===== config.mk =====
export PLATFORM = sky130hd
export DESIGN_NAME = sysid_check_ctrl_flat
export DESIGN_NICKNAME = d
export VERILOG_FILES = /design/src/rtl/sysid_check_pkg.sv /design/src/rtl/sysid_check_ctrl_if.sv /design/src/rtl/sysid_check_timer.sv /design/src/rtl/sysid_check_ctrl.sv /design/src/flat_wrapper.sv
export SDC_FILE = /design/constraint.sdc
export NUM_CORES = 1
export LEC_CHECK = 0
export BUFFER_PORTS_ARGS = -buffer_cell sky130_fd_sc_hd__buf_2
export CELL_PAD_IN_SITES_DETAIL_PLACEMENT = 0
export CELL_PAD_IN_SITES_GLOBAL_PLACEMENT = 1
export CORE_ASPECT_RATIO = 0.6
export CORE_MARGIN = 1.5
export CORE_UTILIZATION = 37
export CTS_CLUSTER_SIZE = 10
export DETAILED_ROUTE_END_ITERATION = 8
export PLACE_DENSITY = 0.8
export SETUP_SLACK_MARGIN = 0.4
export SLEW_MARGIN = 20
export SYNTH_ARGS = -nofsm -noshare
export SYNTH_HDL_FRONTEND = slang
export SYNTH_HIERARCHICAL = 1
export SYNTH_SLANG_ARGS = --single-unit

===== constraint.sdc =====
create_clock -name clock -period 2.1 [get_ports clock]
set_input_delay 0.525 -clock clock [delete_from_list [all_inputs] [get_ports clock]]
set_output_delay 0.525 -clock clock [all_outputs]
set_load 0.02 [all_outputs]

===== src/rtl/sysid_check_pkg.sv =====
// sysid_check_pkg: shared state encoding, word addresses and
// default expected values for the system-ID checker.
package sysid_check_pkg;

  typedef enum logic [2:0] {
    S_IDLE,
    S_RD_ID,
    S_WT_ID,
    S_RD_TS,
    S_WT_TS,
    S_FINISH
  } state_t;

  localparam logic ADDR_ID = 1'b0;
  localparam logic ADDR_TS = 1'b1;

  localparam logic [31:0] DEF_EXPECTED_ID = 32'h8765_4321;
  localparam logic [31:0] DEF_EXPECTED_TS = 32'h6951_52E4;

  localparam int DEF_TIMEOUT_CYCLES = 255;
  localparam int DEF_MAX_RETRY      = 2;

  // Bits needed to hold 0..n-1, never less than one.
  function automatic int cnt_width(input int n);
    return (n < 2) ? 1 : $clog2(n);
  endfunction

endpackage


===== src/rtl/sysid_check_ctrl_if.sv =====
// sysid_check_ctrl_if: Avalon-MM read-only master bundle
// between the checker and the system-ID peripheral.
interface sysid_check_ctrl_if;

  logic        m_address;
  logic        m_read;
  logic        m_waitrequest;
  logic [31:0] m_readdata;
  logic        m_readdatavalid;

  modport master (
    output m_address,
    output m_read,
    input  m_waitrequest,
    input  m_readdata,
    input  m_readdatavalid
  );

  modport slave (
    input  m_address,
    input  m_read,
    output m_waitrequest,
    output m_readdata,
    output m_readdatavalid
  );

endinterface


===== src/rtl/sysid_check_timer.sv =====
// sysid_check_timer: loadable down-counter that parks at zero
// and flags expiry, used to bound the wait for read data.
module sysid_check_timer #(
  parameter int W = 8
) (
  input  logic         clock,
  input  logic         reset_n,
  input  logic         i_load,
  input  logic [W-1:0] i_value,
  input  logic         i_en,
  output logic         o_expired
);

  logic [W-1:0] r_count;

  always_ff @(posedge clock or negedge reset_n) begin
    if (!reset_n) begin
      r_count <= '0;
    end else if (i_load) begin
      r_count <= i_value;
    end else if (i_en && (r_count != '0)) begin
      r_count <= r_count - 1'b1;
    end
  end

  assign o_expired = (r_count == '0);

endmodule


===== src/rtl/sysid_check_ctrl.sv =====
// sysid_check_ctrl: reads system ID and build timestamp over
// Avalon-MM, compares both, retries on response timeout.
module sysid_check_ctrl
  import sysid_check_pkg::*;
#(
  parameter logic [31:0] EXPECTED_ID    = DEF_EXPECTED_ID,
  parameter logic [31:0] EXPECTED_TS    = DEF_EXPECTED_TS,
  parameter int          TIMEOUT_CYCLES = DEF_TIMEOUT_CYCLES,
  parameter int          MAX_RETRY      = DEF_MAX_RETRY,
  parameter bit          AUTO_START     = 1'b1
) (
  input  logic        clock,
  input  logic        reset_n,
  input  logic        start,
  sysid_check_ctrl_if.master avm,
  output logic        busy,
  output logic        done,
  output logic        pass,
  output logic        err_id,
  output logic        err_ts,
  output logic        err_timeout,
  output logic [31:0] id_value,
  output logic [31:0] ts_value
);

  localparam int TW = cnt_width(TIMEOUT_CYCLES + 1);
  localparam int RW = cnt_width(MAX_RETRY + 1);

  state_t        r_state;
  state_t        w_next;
  logic [RW-1:0] r_retry;
  logic          r_auto;
  logic          r_pass;
  logic          r_err_id;
  logic          r_err_ts;
  logic          r_err_to;
  logic [31:0]   r_id;
  logic [31:0]   r_ts;

  logic w_in_rd;
  logic w_in_wt;
  logic w_accept;
  logic w_rdv;
  logic w_tmo;
  logic w_last;
  logic w_launch;
  logic w_expired;
  logic w_id_bad;
  logic w_ts_bad;

  assign w_in_rd  = (r_state == S_RD_ID) ||
                    (r_state == S_RD_TS);
  assign w_in_wt  = (r_state == S_WT_ID) ||
                    (r_state == S_WT_TS);
  assign w_accept = w_in_rd && !avm.m_waitrequest;
  assign w_rdv    = w_in_wt && avm.m_readdatavalid;
  assign w_tmo    = w_in_wt && !avm.m_readdatavalid &&
                    w_expired;
  assign w_last   = (r_retry == RW'(MAX_RETRY));
  assign w_launch = (r_state == S_IDLE) &&
                    (start || r_auto);
  assign w_id_bad = (avm.m_readdata != EXPECTED_ID);
  assign w_ts_bad = (avm.m_readdata != EXPECTED_TS);

  // Loaded with N-1 so a wait state lasts at most N cycles.
  sysid_check_timer #(
    .W (TW)
  ) u_timer (
    .clock     (clock),
    .reset_n   (reset_n),
    .i_load    (w_accept),
    .i_value   (TW'(TIMEOUT_CYCLES - 1)),
    .i_en      (w_in_wt),
    .o_expired (w_expired)
  );

  always_ff @(posedge clock or negedge reset_n) begin
    if (!reset_n) begin
      r_state <= S_IDLE;
    end else begin
      r_state <= w_next;
    end
  end

  always_comb begin
    w_next = r_state;
    unique case (r_state)
      S_IDLE: begin
        if (start || r_auto) w_next = S_RD_ID;
      end
      S_RD_ID: begin
        if (!avm.m_waitrequest) w_next = S_WT_ID;
      end
      S_WT_ID: begin
        if (avm.m_readdatavalid) begin
          w_next = S_RD_TS;
        end else if (w_expired) begin
          w_next = w_last ? S_FINISH : S_RD_ID;
        end
      end
      S_RD_TS: begin
        if (!avm.m_waitrequest) w_next = S_WT_TS;
      end
      S_WT_TS: begin
        if (avm.m_readdatavalid) begin
          w_next = S_FINISH;
        end else if (w_expired) begin
          w_next = w_last ? S_FINISH : S_RD_TS;
        end
      end
      S_FINISH: begin
        w_next = S_IDLE;
      end
      default: begin
        w_next = S_IDLE;
      end
    endcase
  end

  always_comb begin
    avm.m_read    = 1'b0;
    avm.m_address = ADDR_ID;
    busy          = (r_state != S_IDLE);
    done          = 1'b0;
    unique case (r_state)
      S_RD_ID: begin
        avm.m_read    = 1'b1;
        avm.m_address = ADDR_ID;
      end
      S_RD_TS: begin
        avm.m_read    = 1'b1;
        avm.m_address = ADDR_TS;
      end
      S_FINISH: begin
        done = 1'b1;
      end
      default: begin
        done = 1'b0;
      end
    endcase
  end

  // pass is settled on entry to FINISH so it is valid with done.
  always_ff @(posedge clock or negedge reset_n) begin
    if (!reset_n) begin
      r_auto   <= AUTO_START;
      r_retry  <= '0;
      r_pass   <= 1'b0;
      r_err_id <= 1'b0;
      r_err_ts <= 1'b0;
      r_err_to <= 1'b0;
      r_id     <= '0;
      r_ts     <= '0;
    end else if (w_launch) begin
      r_auto   <= 1'b0;
      r_retry  <= '0;
      r_pass   <= 1'b0;
      r_err_id <= 1'b0;
      r_err_ts <= 1'b0;
      r_err_to <= 1'b0;
    end else if (w_rdv) begin
      r_retry <= '0;
      if (r_state == S_WT_ID) begin
        r_id     <= avm.m_readdata;
        r_err_id <= w_id_bad;
      end else begin
        r_ts     <= avm.m_readdata;
        r_err_ts <= w_ts_bad;
        r_pass   <= !(r_err_id | w_ts_bad | r_err_to);
      end
    end else if (w_tmo) begin
      if (w_last) begin
        r_err_to <= 1'b1;
        r_pass   <= 1'b0;
      end else begin
        r_retry <= r_retry + 1'b1;
      end
    end
  end

  assign pass        = r_pass;
  assign err_id      = r_err_id;
  assign err_ts      = r_err_ts;
  assign err_timeout = r_err_to;
  assign id_value    = r_id;
  assign ts_value    = r_ts;

endmodule


===== src/flat_wrapper.sv =====
// flat-port wrapper written by rule: the top's interface ports become plain ports
module sysid_check_ctrl_flat import sysid_check_pkg::*;
#(
  parameter logic [31:0] EXPECTED_ID    = DEF_EXPECTED_ID,
  parameter logic [31:0] EXPECTED_TS    = DEF_EXPECTED_TS,
  parameter int          TIMEOUT_CYCLES = DEF_TIMEOUT_CYCLES,
  parameter int          MAX_RETRY      = DEF_MAX_RETRY,
  parameter bit          AUTO_START     = 1'b1
)
  (clock, reset_n, start, busy, done, pass, err_id, err_ts, err_timeout, id_value, ts_value, avm_m_address, avm_m_read, avm_m_waitrequest, avm_m_readdata, avm_m_readdatavalid);
  sysid_check_ctrl_if avm_i ();
  input  logic clock;
  input  logic reset_n;
  input  logic start;
  output logic busy;
  output logic done;
  output logic pass;
  output logic err_id;
  output logic err_ts;
  output logic err_timeout;
  output logic [31:0] id_value;
  output logic [31:0] ts_value;
  output wire logic [$bits(avm_i.m_address)-1:0] avm_m_address;
  output wire logic [$bits(avm_i.m_read)-1:0] avm_m_read;
  input wire logic [$bits(avm_i.m_waitrequest)-1:0] avm_m_waitrequest;
  input wire logic [$bits(avm_i.m_readdata)-1:0] avm_m_readdata;
  input wire logic [$bits(avm_i.m_readdatavalid)-1:0] avm_m_readdatavalid;
  assign avm_m_address = avm_i.m_address;
  assign avm_m_read = avm_i.m_read;
  assign avm_i.m_waitrequest = avm_m_waitrequest;
  assign avm_i.m_readdata = avm_m_readdata;
  assign avm_i.m_readdatavalid = avm_m_readdatavalid;
  sysid_check_ctrl #(.EXPECTED_ID(EXPECTED_ID), .EXPECTED_TS(EXPECTED_TS), .TIMEOUT_CYCLES(TIMEOUT_CYCLES), .MAX_RETRY(MAX_RETRY), .AUTO_START(AUTO_START)) u_core (.clock(clock), .reset_n(reset_n), .start(start), .avm(avm_i), .busy(busy), .done(done), .pass(pass), .err_id(err_id), .err_ts(err_ts), .err_timeout(err_timeout), .id_value(id_value), .ts_value(ts_value));
endmodule

==> impl_metrics.json, run 1 <==
{
  "status": "complete, no violations",
  "cts.sinks": 82,
  "fmax_mhz": 520,
  "yosys.cell_types.count": 52,
  "clkSlewWorstSetupHoldPaths_ns": 0.06,
  "drv_cap": 0,
  "grt-ovfl-total": 0,
  "finalNetCount": 528,
  "grtUsageTotal_pct": 21.5,
  "crit_fanout": 2,
  "drt-total-wl_um": 13300,
  "multi_input_area_um2": 2030,
  "synth_edf_count": 0,
  "ir_worst_vdd_uv": 772,
  "synth_ff_type": "dfrtp_1",
  "p_clk_share_pct": 19.3,
  "cp-end-kind": "register",
  "syn-cell-area_um2": 3760,
  "yosysMostFrequentCell": "dfrtp_1",
  "drtIter0Drc": 305,
  "grt_max_degree": 33,
  "final_max_slew_viol_count": 0,
  "fp-row-count": 28,
  "slowest_delay_ns": 0.40,
  "ys_ff_latch": 82,
  "cts_buffer_depth": 2,
  "vias": 3338,
  "dpl.hpwl_um": 7100,
  "seq_area_um2": 2060,
  "h-tree-depth": 3,
  "rr_endpoint": "u_core/pass$_DFFE_PN0P_",
  "p_switching_w": 0.00373,
  "grtUsageMet3_pct": 5.43,
  "drive_gt1_share_pct": 63.9,
  "antenna_cells": 0,
  "synth-seq-area-share_pct": 54.6,
  "wl_per_cell_um": 21.2,
  "synth_common_cells": "81 x dfrtp_1, 65 x mux2_2, 13 x nor2_1, 10 x inv_1",
  "clock_skew_ns": 0.00830,
  "avgSynthCellArea_um2": 12.5,
  "viasPerCell": 5.32,
  "arrival_ns": 2.15,
  "critPathSlowestCell": "dfrtp_1",
  "syn_inst": 300,
  "power.density_nw_per_um2": 1620,
  "final_hold_viol_count": 0,
  "hold_class": "primary input to async pin",
  "cts_buffers": 9,
  "yosys_warnings": 6,
  "final-setup-viol-count": 0,
  "crit_chain": "inv_2 > ha_4 > or3b_4 > nor2_4 > nand4_1 > a21oi_2 > mux2_4",
  "grt_pass1_vias": 3178,
  "n_fill_cell": 777,
  "die_area_um2": 10800,
  "port_buffers": 108,
  "worstSetupPathType": "register to register",
  "r2r_slack_ns": 0.18,
  "synth_top_area_cell": "dfrtp_1",
  "drc_errors": 0,
  "die_h_um": 81.1,
  "grt_setup_unrepaired": "true",
  "yosys-top-cells-area": "dfrtp_1 54%, mux2_2 19%, nor2_1 1.3%, a21oi_1 1.2%, nor4b_1 1.2%",
  "ios": 109,
  "fin_util_pct": 62.6,
  "fin_ws_ns": 0.177,
  "required_ns": 2.33,
  "die_w_um": 133,
  "areaGrowthSynthToFinish_pct": 64.4,
  "grt_pass1_wl_um": 17500,
  "use_met2_pct": 32.7,
  "tritoncts": "done",
  "holdWs_ns": 0.127,
  "root_buffer": "clkbuf_16",
  "worst_pin_slew_ns": 0.654,
  "r2r-start": "u_core/u_timer/r_count[0]$_DFFE_PN0P_",
  "grt_use_met1_pct": 30.6,
  "post-route-period-util_pct": 91.6,
  "clock_latency_ns": 0.34,
  "synthArstFlopShare_pct": 100,
  "grt.busiest_layer": "met2",
  "total_power_w": 0.0100,
  "coreArea_um2": 9880,
  "gp_congestion": 0.799,
  "ant_nets": 0,
  "p_leak_nw": 2.95,
  "start_util_pct": 38.1,
  "power.share.combinational_pct": 53.1,
  "antenna_found_initial": 0,
  "power.share.sequential_pct": 27.7,
  "r2r_cells": 7,
  "slew_headroom_pct": 55.8,
  "finalCriticalPeriod_ns": 1.92,
  "p_int_w": 0.00630,
  "swShare_pct": 37.2,
  "yosysTopAreaCellShare_pct": 53.9,
  "dpl_worst_slack_ns": 0.124,
  "startpoint_type": "register",
  "fin_setup_tns_ns": 0,
  "drtPass1Iterations": 5
}
[critical path: cells and delay by family (launching register included)]
family	cells	cell delay, ns
buffers and inverters	1	0.09
AO/OA/AOI/OAI	1	0.20
adder cells (fa/ha/maj)	1	0.13
multiplexers	1	0.31
AND/OR/NAND/NOR	3	0.68
flip-flops	1	0.40
[worst max path at each step]
stage / endpoint / startpoint / cells after the start / slack (ns)
3_3_place_gp: u_core/err_id$_DFFE_PN0P_ / avm_m_readdata[17] / 5 / 0.19
3_5_place_dp: u_core/pass$_DFFE_PN0P_ / u_core/u_timer/r_count[0]$_DFFE_PN0P_ / 7 / 0.12
5_1_grt: u_core/r_retry[0]$_DFFE_PN0P_ / u_core/u_timer/r_count[0]$_DFFE_PN0P_ / 9 / 0.10
6_report: u_core/pass$_DFFE_PN0P_ / u_core/u_timer/r_count[0]$_DFFE_PN0P_ / 7 / 0.18
2_1_floorplan: u_core/pass$_DFFE_PN0P_ / u_core/u_timer/r_count[0]$_DFFE_PN0P_ / 8 / 0.13
4_1_cts: u_core/pass$_DFFE_PN0P_ / u_core/u_timer/r_count[0]$_DFFE_PN0P_ / 7 / 0.24
[repair_timing]
action,CTS,global route
setup endpoints to repair,54,81
gates cloned,5,7
hold endpoints to repair,0,0
setup buffers,33,19
pin swaps,10,20
hold buffers,0,0
gates resized for setup,47,94
[layout make-up]
type / instances / share of cell area, %
clock inverters: 7 / 2.29
well taps: 135 / 2.73
multi-input cells: 196 / 32.8
inverters: 10 / 0.728
clock buffers: 9 / 3.64
flip-flops and latches: 82 / 33.2
repair buffers: 189 / 24.6
[registers in the layout, indices dropped and copies added (netlist names)]
register and count:
u_core/err_id 1, u_core/err_timeout 1, u_core/err_ts 1, u_core/id_value 32, u_core/pass 1, u_core/r_auto 1
u_core/r_retry 2, u_core/r_state 3, u_core/ts_value 32, u_core/u_timer/r_count 8
[routing by layer]
layer	share of wire, %	vias up
met3	6.7	11
met4	0.77	0
met1	46	1711
li1	-	1476
met5	0	-
met2	46	140
[kinds of logic (layout without fill, tap and decap cells)]
group	after synthesis	in the layout	synth area share [%]
AND/OR/NAND/NOR	86	86	14.8
flip-flops	82	82	54.6
multiplexers	65	65	19.5
AO/OA/AOI/OAI	32	32	5.75
buffers and inverters	28	215	3.76
adder cells (fa/ha/maj)	3	3	0.998
other	2	8	0.200
XOR/XNOR	2	2	0.466
[placed cells by master, fill, tap and decap left out, types with 7 or more instances in the layout]
cell / netlist / final
nor2_1: 13 / 10
buf_2: 7 / 103
conb_1: 2 / 8
buf_4: 5 / 45
mux2_4: 0 / 57
nand2_1: 9 / 9
a21oi_1: 9 / 7
dfrtp_1: 81 / 79
clkbuf_16: 0 / 15
buf_6: 1 / 23
mux2_2: 65 / 8
[power by group through the flow]
stage / registers (W) / logic, W / clock network, W
after detailed placement: 0.00276 / 0.00351 / 0
final: 0.00277 / 0.00532 / 0.00193
after CTS: 0.00272 / 0.00425 / 0.00195
after global placement: 0.00271 / 0.00345 / 0
after global routing: 0.00285 / 0.00561 / 0.00202
after floorplan: 0.00344 / 0.00158 / 0
[metrics by stage]
step           instance area (µm²)  instances
3_3_place_gp                  4620        548
6_report                      6190        628
3_5_place_dp                  4620        548
5_1_grt                       6190        628
4_1_cts                       5530        602
2_1_floorplan                 3830        306
No activity file was read; power rests on OpenSTA's default activity.
==> inputs of run 2 (changes only) <==
- CORE_UTILIZATION: 37 -> 38
- CTS_BUF_LIST: default -> sky130_fd_sc_hd__clkbuf_2
- MAX_ROUTING_LAYER: default -> met4
- PLACE_DENSITY: 0.8 -> 0.82
- SETUP_SLACK_MARGIN: 0.4 -> 0.02
==> impl_metrics.json, run 2 (synthesis gave the netlist of run 1 again) <==
{
  "status": "complete, no violations",
  "drtIter0Drc": 164,
  "fin_area_um2": 4930,
  "antenna_found_initial": 0,
  "vias": 2934,
  "cp-end-kind": "primary output",
  "p_clk_share_pct": 10.6,
  "crit_path_frequent_cell": "buf_6",
  "coreArea_um2": 9390,
  "worstSetupPathType": "register to primary output",
  "startpoint_type": "register",
  "die_h_um": 80.1,
  "grt_pass1_wl_um": 15400,
  "tritoncts": "done",
  "drive_gt1_share_pct": 55.2,
  "p_switching_w": 0.00311,
  "drv_cap": 0,
  "post-route-period-util_pct": 99.5,
  "cts.sinks": 82,
  "die_w_um": 131,
  "final_max_slew_viol_count": 0,
  "gp_congestion": 0.789,
  "viasPerCell": 5.05,
  "hold_class": "primary input to register",
  "crit_chain": "buf_6 > nor2b_2 > and2_4 > buf_6",
  "cts_buffers": 9,
  "power.density_nw_per_um2": 1490,
  "h-tree-depth": 3,
  "final-setup-viol-count": 0,
  "antenna_cells": 0,
  "drtPass1Iterations": 4,
  "final_hold_viol_count": 0,
  "areaGrowthSynthToFinish_pct": 31.0,
  "dpl.hpwl_um": 7100,
  "dpl_cell_area_um2": 4640,
  "root_buffer": "clkbuf_2",
  "drc_errors": 0,
  "grt-ovfl-total": 0,
  "n_fill_cell": 874,
  "die_area_um2": 10500,
  "ant_nets": 0,
  "drt-total-wl_um": 9680,
  "fin_setup_tns_ns": 0,
  "finalNetCount": 486,
  "slowest_delay_ns": 0.48,
  "ir_worst_vdd_uv": 770,
  "final_common_cell": "buf_2",
  "grt_pass1_vias": 2892,
  "p_int_w": 0.00422,
  "power.share.sequential_pct": 36.8,
  "path_buf_inv": 2,
  "critPathSlowestCell": "dfrtp_2",
  "ios": 109,
  "cts_buffer_depth": 2,
  "fmax_mhz": 479,
  "arrival_ns": 1.56,
  "wl_per_cell_um": 16.7,
  "grt_max_degree": 39,
  "p_leak_nw": 2.32,
  "fp-row-count": 27,
  "grt_setup_unrepaired": "true",
  "clock_latency_ns": 0.53,
  "start_util_pct": 40.1,
  "finalCriticalPeriod_ns": 2.09,
  "clkSlewWorstSetupHoldPaths_ns": 0.25,
  "clock_skew_ns": 0.0413,
  "crit_fanout": 3,
  "swShare_pct": 42.4,
  "port_buffers": 108,
  "required_ns": 1.57,
  "layout.cells.most_common_list": "103 x buf_2, 80 x dfrtp_1, 65 x mux2_2",
  "critPathTopFamily": "flip-flops",
  "power.share.combinational_pct": 52.5,
  "grtUsageTotal_pct": 19.4
}
-- run 2: path summary, 6_finish.rpt --
path,cells after the start,slack (ns),end,start
min in group asynchronous,2,0.45,u_core/id_value[15]$_DFFE_PN0P_,reset_n
min,2,0.24,u_core/id_value[10]$_DFFE_PN0P_,avm_m_readdata[10]
max in group asynchronous,3,1.01,u_core/ts_value[4]$_DFFE_PN0P_,reset_n
max reg2reg,8,0.07,u_core/u_timer/r_count[4]$_DFFE_PN0P_,u_core/r_state[2]$_DFFE_PN0P_
min reg2reg,1,0.52,u_core/r_retry[0]$_DFFE_PN0P_,u_core/r_retry[0]$_DFFE_PN0P_
max,4,0.01,avm_m_address,u_core/r_state[0]$_DFFE_PN0P_
-- run 2: what timing repair did --
action,in CTS,in global routing
endpoints found under the hold margin,35,0
setup endpoints to repair,4,7
resized for setup,12,11
setup buffers,9,5
pin swaps,2,2
hold buffers,1,0
-- run 2: final cells by class --
type	count	area (µm²)	area share, %
inverters	10	40.0	0.813
multi-input cells	196	1650	33.4
clock buffers	9	45.0	0.914
clock inverters	7	58.8	1.19
well taps	130	163	3.30
repair buffers	147	921	18.7
flip-flops and latches	82	2050	41.7
-- run 2: power groups by stage --
stage	clock network, W	registers [W]	logic, W
finish	0.000780	0.00270	0.00385
global route	0.000894	0.00281	0.00412
CTS	0.000829	0.00270	0.00376
detailed placement	0	0.00274	0.00357
global placement	0	0.00269	0.00351
floorplan	0	0.00344	0.00154
-- run 2: metal layers --
layer | part of all wire, % | GRT usage (%) | wire [µm]
met1 | 51 | 28.5 | 4920
met2 | 43 | 26.2 | 4190
met3 | 5.5 | 5.74 | 534
met4 | 0.25 | 3.89 | 24
met5 | 0 | - | 0
-- run 2: per-stage QoR --
stage	hold WS, ns	util [%]	total power (W)	setup WS, ns	instances
floorplan	0.229	-	0.00498	0.0271	306
global placement	0.477	49.5	0.00620	0.129	550
detailed placement	0.490	49.5	0.00631	0.0948	550
CTS	0.166	51.7	0.00729	-0.0589	576
global route	0.142	52.5	0.00782	-0.135	581
finish	0.238	52.5	0.00733	0.0109	581
==> inputs of run 3 (changes only) <==
- GPL_TIMING_DRIVEN: default -> 0
==> impl_metrics.json, run 3 (synthesis gave the netlist of run 1 again) <==
{
  "status": "complete, no violations",
  "ant_nets": 0,
  "hold_class": "primary input to register",
  "fin_area_um2": 4970,
  "worstSetupPathType": "register to register",
  "grt_pass1_wl_um": 16300,
  "crit_fanout": 10,
  "fin_ws_ns": 0.0176,
  "finalNetCount": 490,
  "hold_end": "u_core/ts_value[22]$_DFFE_PN0P_",
  "startpoint_type": "register",
  "r2r_cells": 6,
  "tritoncts": "done",
  "final_max_slew_viol_count": 0,
  "die_w_um": 131,
  "grt-ovfl-total": 0,
  "rr_endpoint": "u_core/u_timer/r_count[5]$_DFFE_PN0P_",
  "areaGrowthSynthToFinish_pct": 32.0,
  "r2r-start": "u_core/r_state[0]$_DFFE_PN0P_",
  "gp_congestion": 0.842,
  "root_buffer": "clkbuf_2",
  "clock_latency_ns": 0.52,
  "layout.cells.most_common_list": "107 x buf_2, 80 x dfrtp_1, 65 x mux2_2",
  "finalCriticalPeriod_ns": 2.08,
  "dpl_worst_slack_ns": -0.327,
  "hold_depth": 2,
  "cts_buffer_depth": 2,
  "ios": 109,
  "final_hold_viol_count": 0,
  "viasPerCell": 5.07,
  "antenna_cells": 0,
  "vias": 2964,
  "wl_per_cell_um": 17.6,
  "slew_headroom_pct": 52.4,
  "drv_cap": 0,
  "grt_max_degree": 54,
  "post-route-period-util_pct": 99.2,
  "worst_pin_slew_ns": 0.708,
  "fp-row-count": 27,
  "placedCellCount": 545,
  "drtIter0Drc": 141,
  "dpl_cell_area_um2": 4540,
  "grtUsageTotal_pct": 20.9,
  "drive_gt1_share_pct": 55.4,
  "final_cells": 585,
  "cp-end-kind": "register",
  "hp-start": "avm_m_readdata[22]",
  "n_fill_cell": 881,
  "required_ns": 2.54,
  "grt_pass1_vias": 3004,
  "die_h_um": 80.1,
  "final_common_cell": "buf_2",
  "antenna_found_initial": 0,
  "r2r_slack_ns": 0.02,
  "grt_setup_unrepaired": "true",
  "fmax_mhz": 480,
  "drtPass1Iterations": 4,
  "arrival_ns": 2.52,
  "coreArea_um2": 9390,
  "clkSlewWorstSetupHoldPaths_ns": 0.25,
  "p_leak_nw": 2.35,
  "port_buffers": 108,
  "cts_buffers": 9,
  "die_area_um2": 10500,
  "cts.sinks": 82,
  "clock_skew_ns": 0.0169,
  "final-setup-viol-count": 0,
  "drc_errors": 0,
  "ir_worst_vdd_uv": 656,
  "dpl.hpwl_um": 7410,
  "power.density_nw_per_um2": 1490,
  "start_util_pct": 40.1,
  "h-tree-depth": 3,
  "drt-total-wl_um": 10300
}
==> run 3: stage by stage <==
| stage | setup TNS [ns] | total power, W | hold slack [ns] | util [%] |
|---|---|---|---|---|
| after floorplan | 0 | 0.00498 | 0.229 | - |
| after global placement | -9.14 | 0.00604 | 0.479 | 48.0 |
| after detailed placement | -2.43 | 0.00617 | 0.483 | 48.3 |
| after CTS | -0.0148 | 0.00738 | 0.191 | 52.4 |
| after global routing | -0.599 | 0.00789 | 0.154 | 52.9 |
| final | 0 | 0.00742 | 0.230 | 52.9 |
==> run 3: repair_timing <==
| item | CTS | global route |
|---|---|---|
| setup endpoints to repair | 16 | 27 |
| cloned | 1 | 0 |
| buffers inserted | 20 | 2 |
| hold endpoints to repair | 29 | 0 |
| hold buffers | 1 | 0 |
| gates resized for setup | 30 | 12 |
| pin swaps | 5 | 2 |
==> run 3: how the worst max path moves through the flow <==
stage                                           from                               endpoint  slack [ns]  depth (start not counted)
6_report               u_core/r_state[0]$_DFFE_PN0P_  u_core/u_timer/r_count[5]$_DFFE_PN0P_        0.02                          6
5_1_grt                u_core/r_state[0]$_DFFE_PN0P_                                   done       -0.11                          4
3_3_place_gp           u_core/r_state[0]$_DFFE_PN0P_  u_core/u_timer/r_count[5]$_DFFE_PN0P_       -0.32                          6
4_1_cts                u_core/r_state[0]$_DFFE_PN0P_                                   busy       -0.01                          4
2_1_floorplan  u_core/u_timer/r_count[0]$_DFFE_PN0P_                u_core/pass$_DFFE_PN0P_        0.03                          8
3_5_place_dp           u_core/r_state[0]$_DFFE_PN0P_  u_core/u_timer/r_count[5]$_DFFE_PN0P_       -0.33                          6
==> run 3: worst max-delay path, cell delays in order (launching register included) <==
cell	delay, ns
dfrtp_2	0.45
buf_6	0.12
inv_1	0.10
nor3_2	0.51
clkbuf_1	0.42
nor4_1	0.15
nor4_1	0.25
==> run 3: power by group <==
| part | switching [W] | internal (W) | leakage [nW] | total (W) |
|---|---|---|---|---|
| clock network | 0.000595 | 0.000168 | 0.0618 | 0.000763 |
| logic | 0.00216 | 0.00180 | 1.28 | 0.00396 |
| registers | 0.000408 | 0.00228 | 1.01 | 0.00269 |
==> run 3: area by class of cell <==
cell class | count | area (µm²) | area share [%]
sequential | 82 | 2050 | 41.4
multi-input combinational | 196 | 1680 | 33.8
timing repair buffer | 133 | 779 | 15.7
tap | 130 | 163 | 3.28
buffer | 18 | 156 | 3.15
clock inverter | 7 | 53.8 | 1.08
clock buffer | 9 | 45.0 | 0.907
inverter | 10 | 37.5 | 0.756
==> run 3: metal layers <==
layer  GRT usage (%)  up-vias  wire length, µm
li1                -     1398                -
met1            29.7     1462             5120
met2            29.5       95             4510
met3            5.68        9              630
met4            5.00        0               59
met5               -        -                0
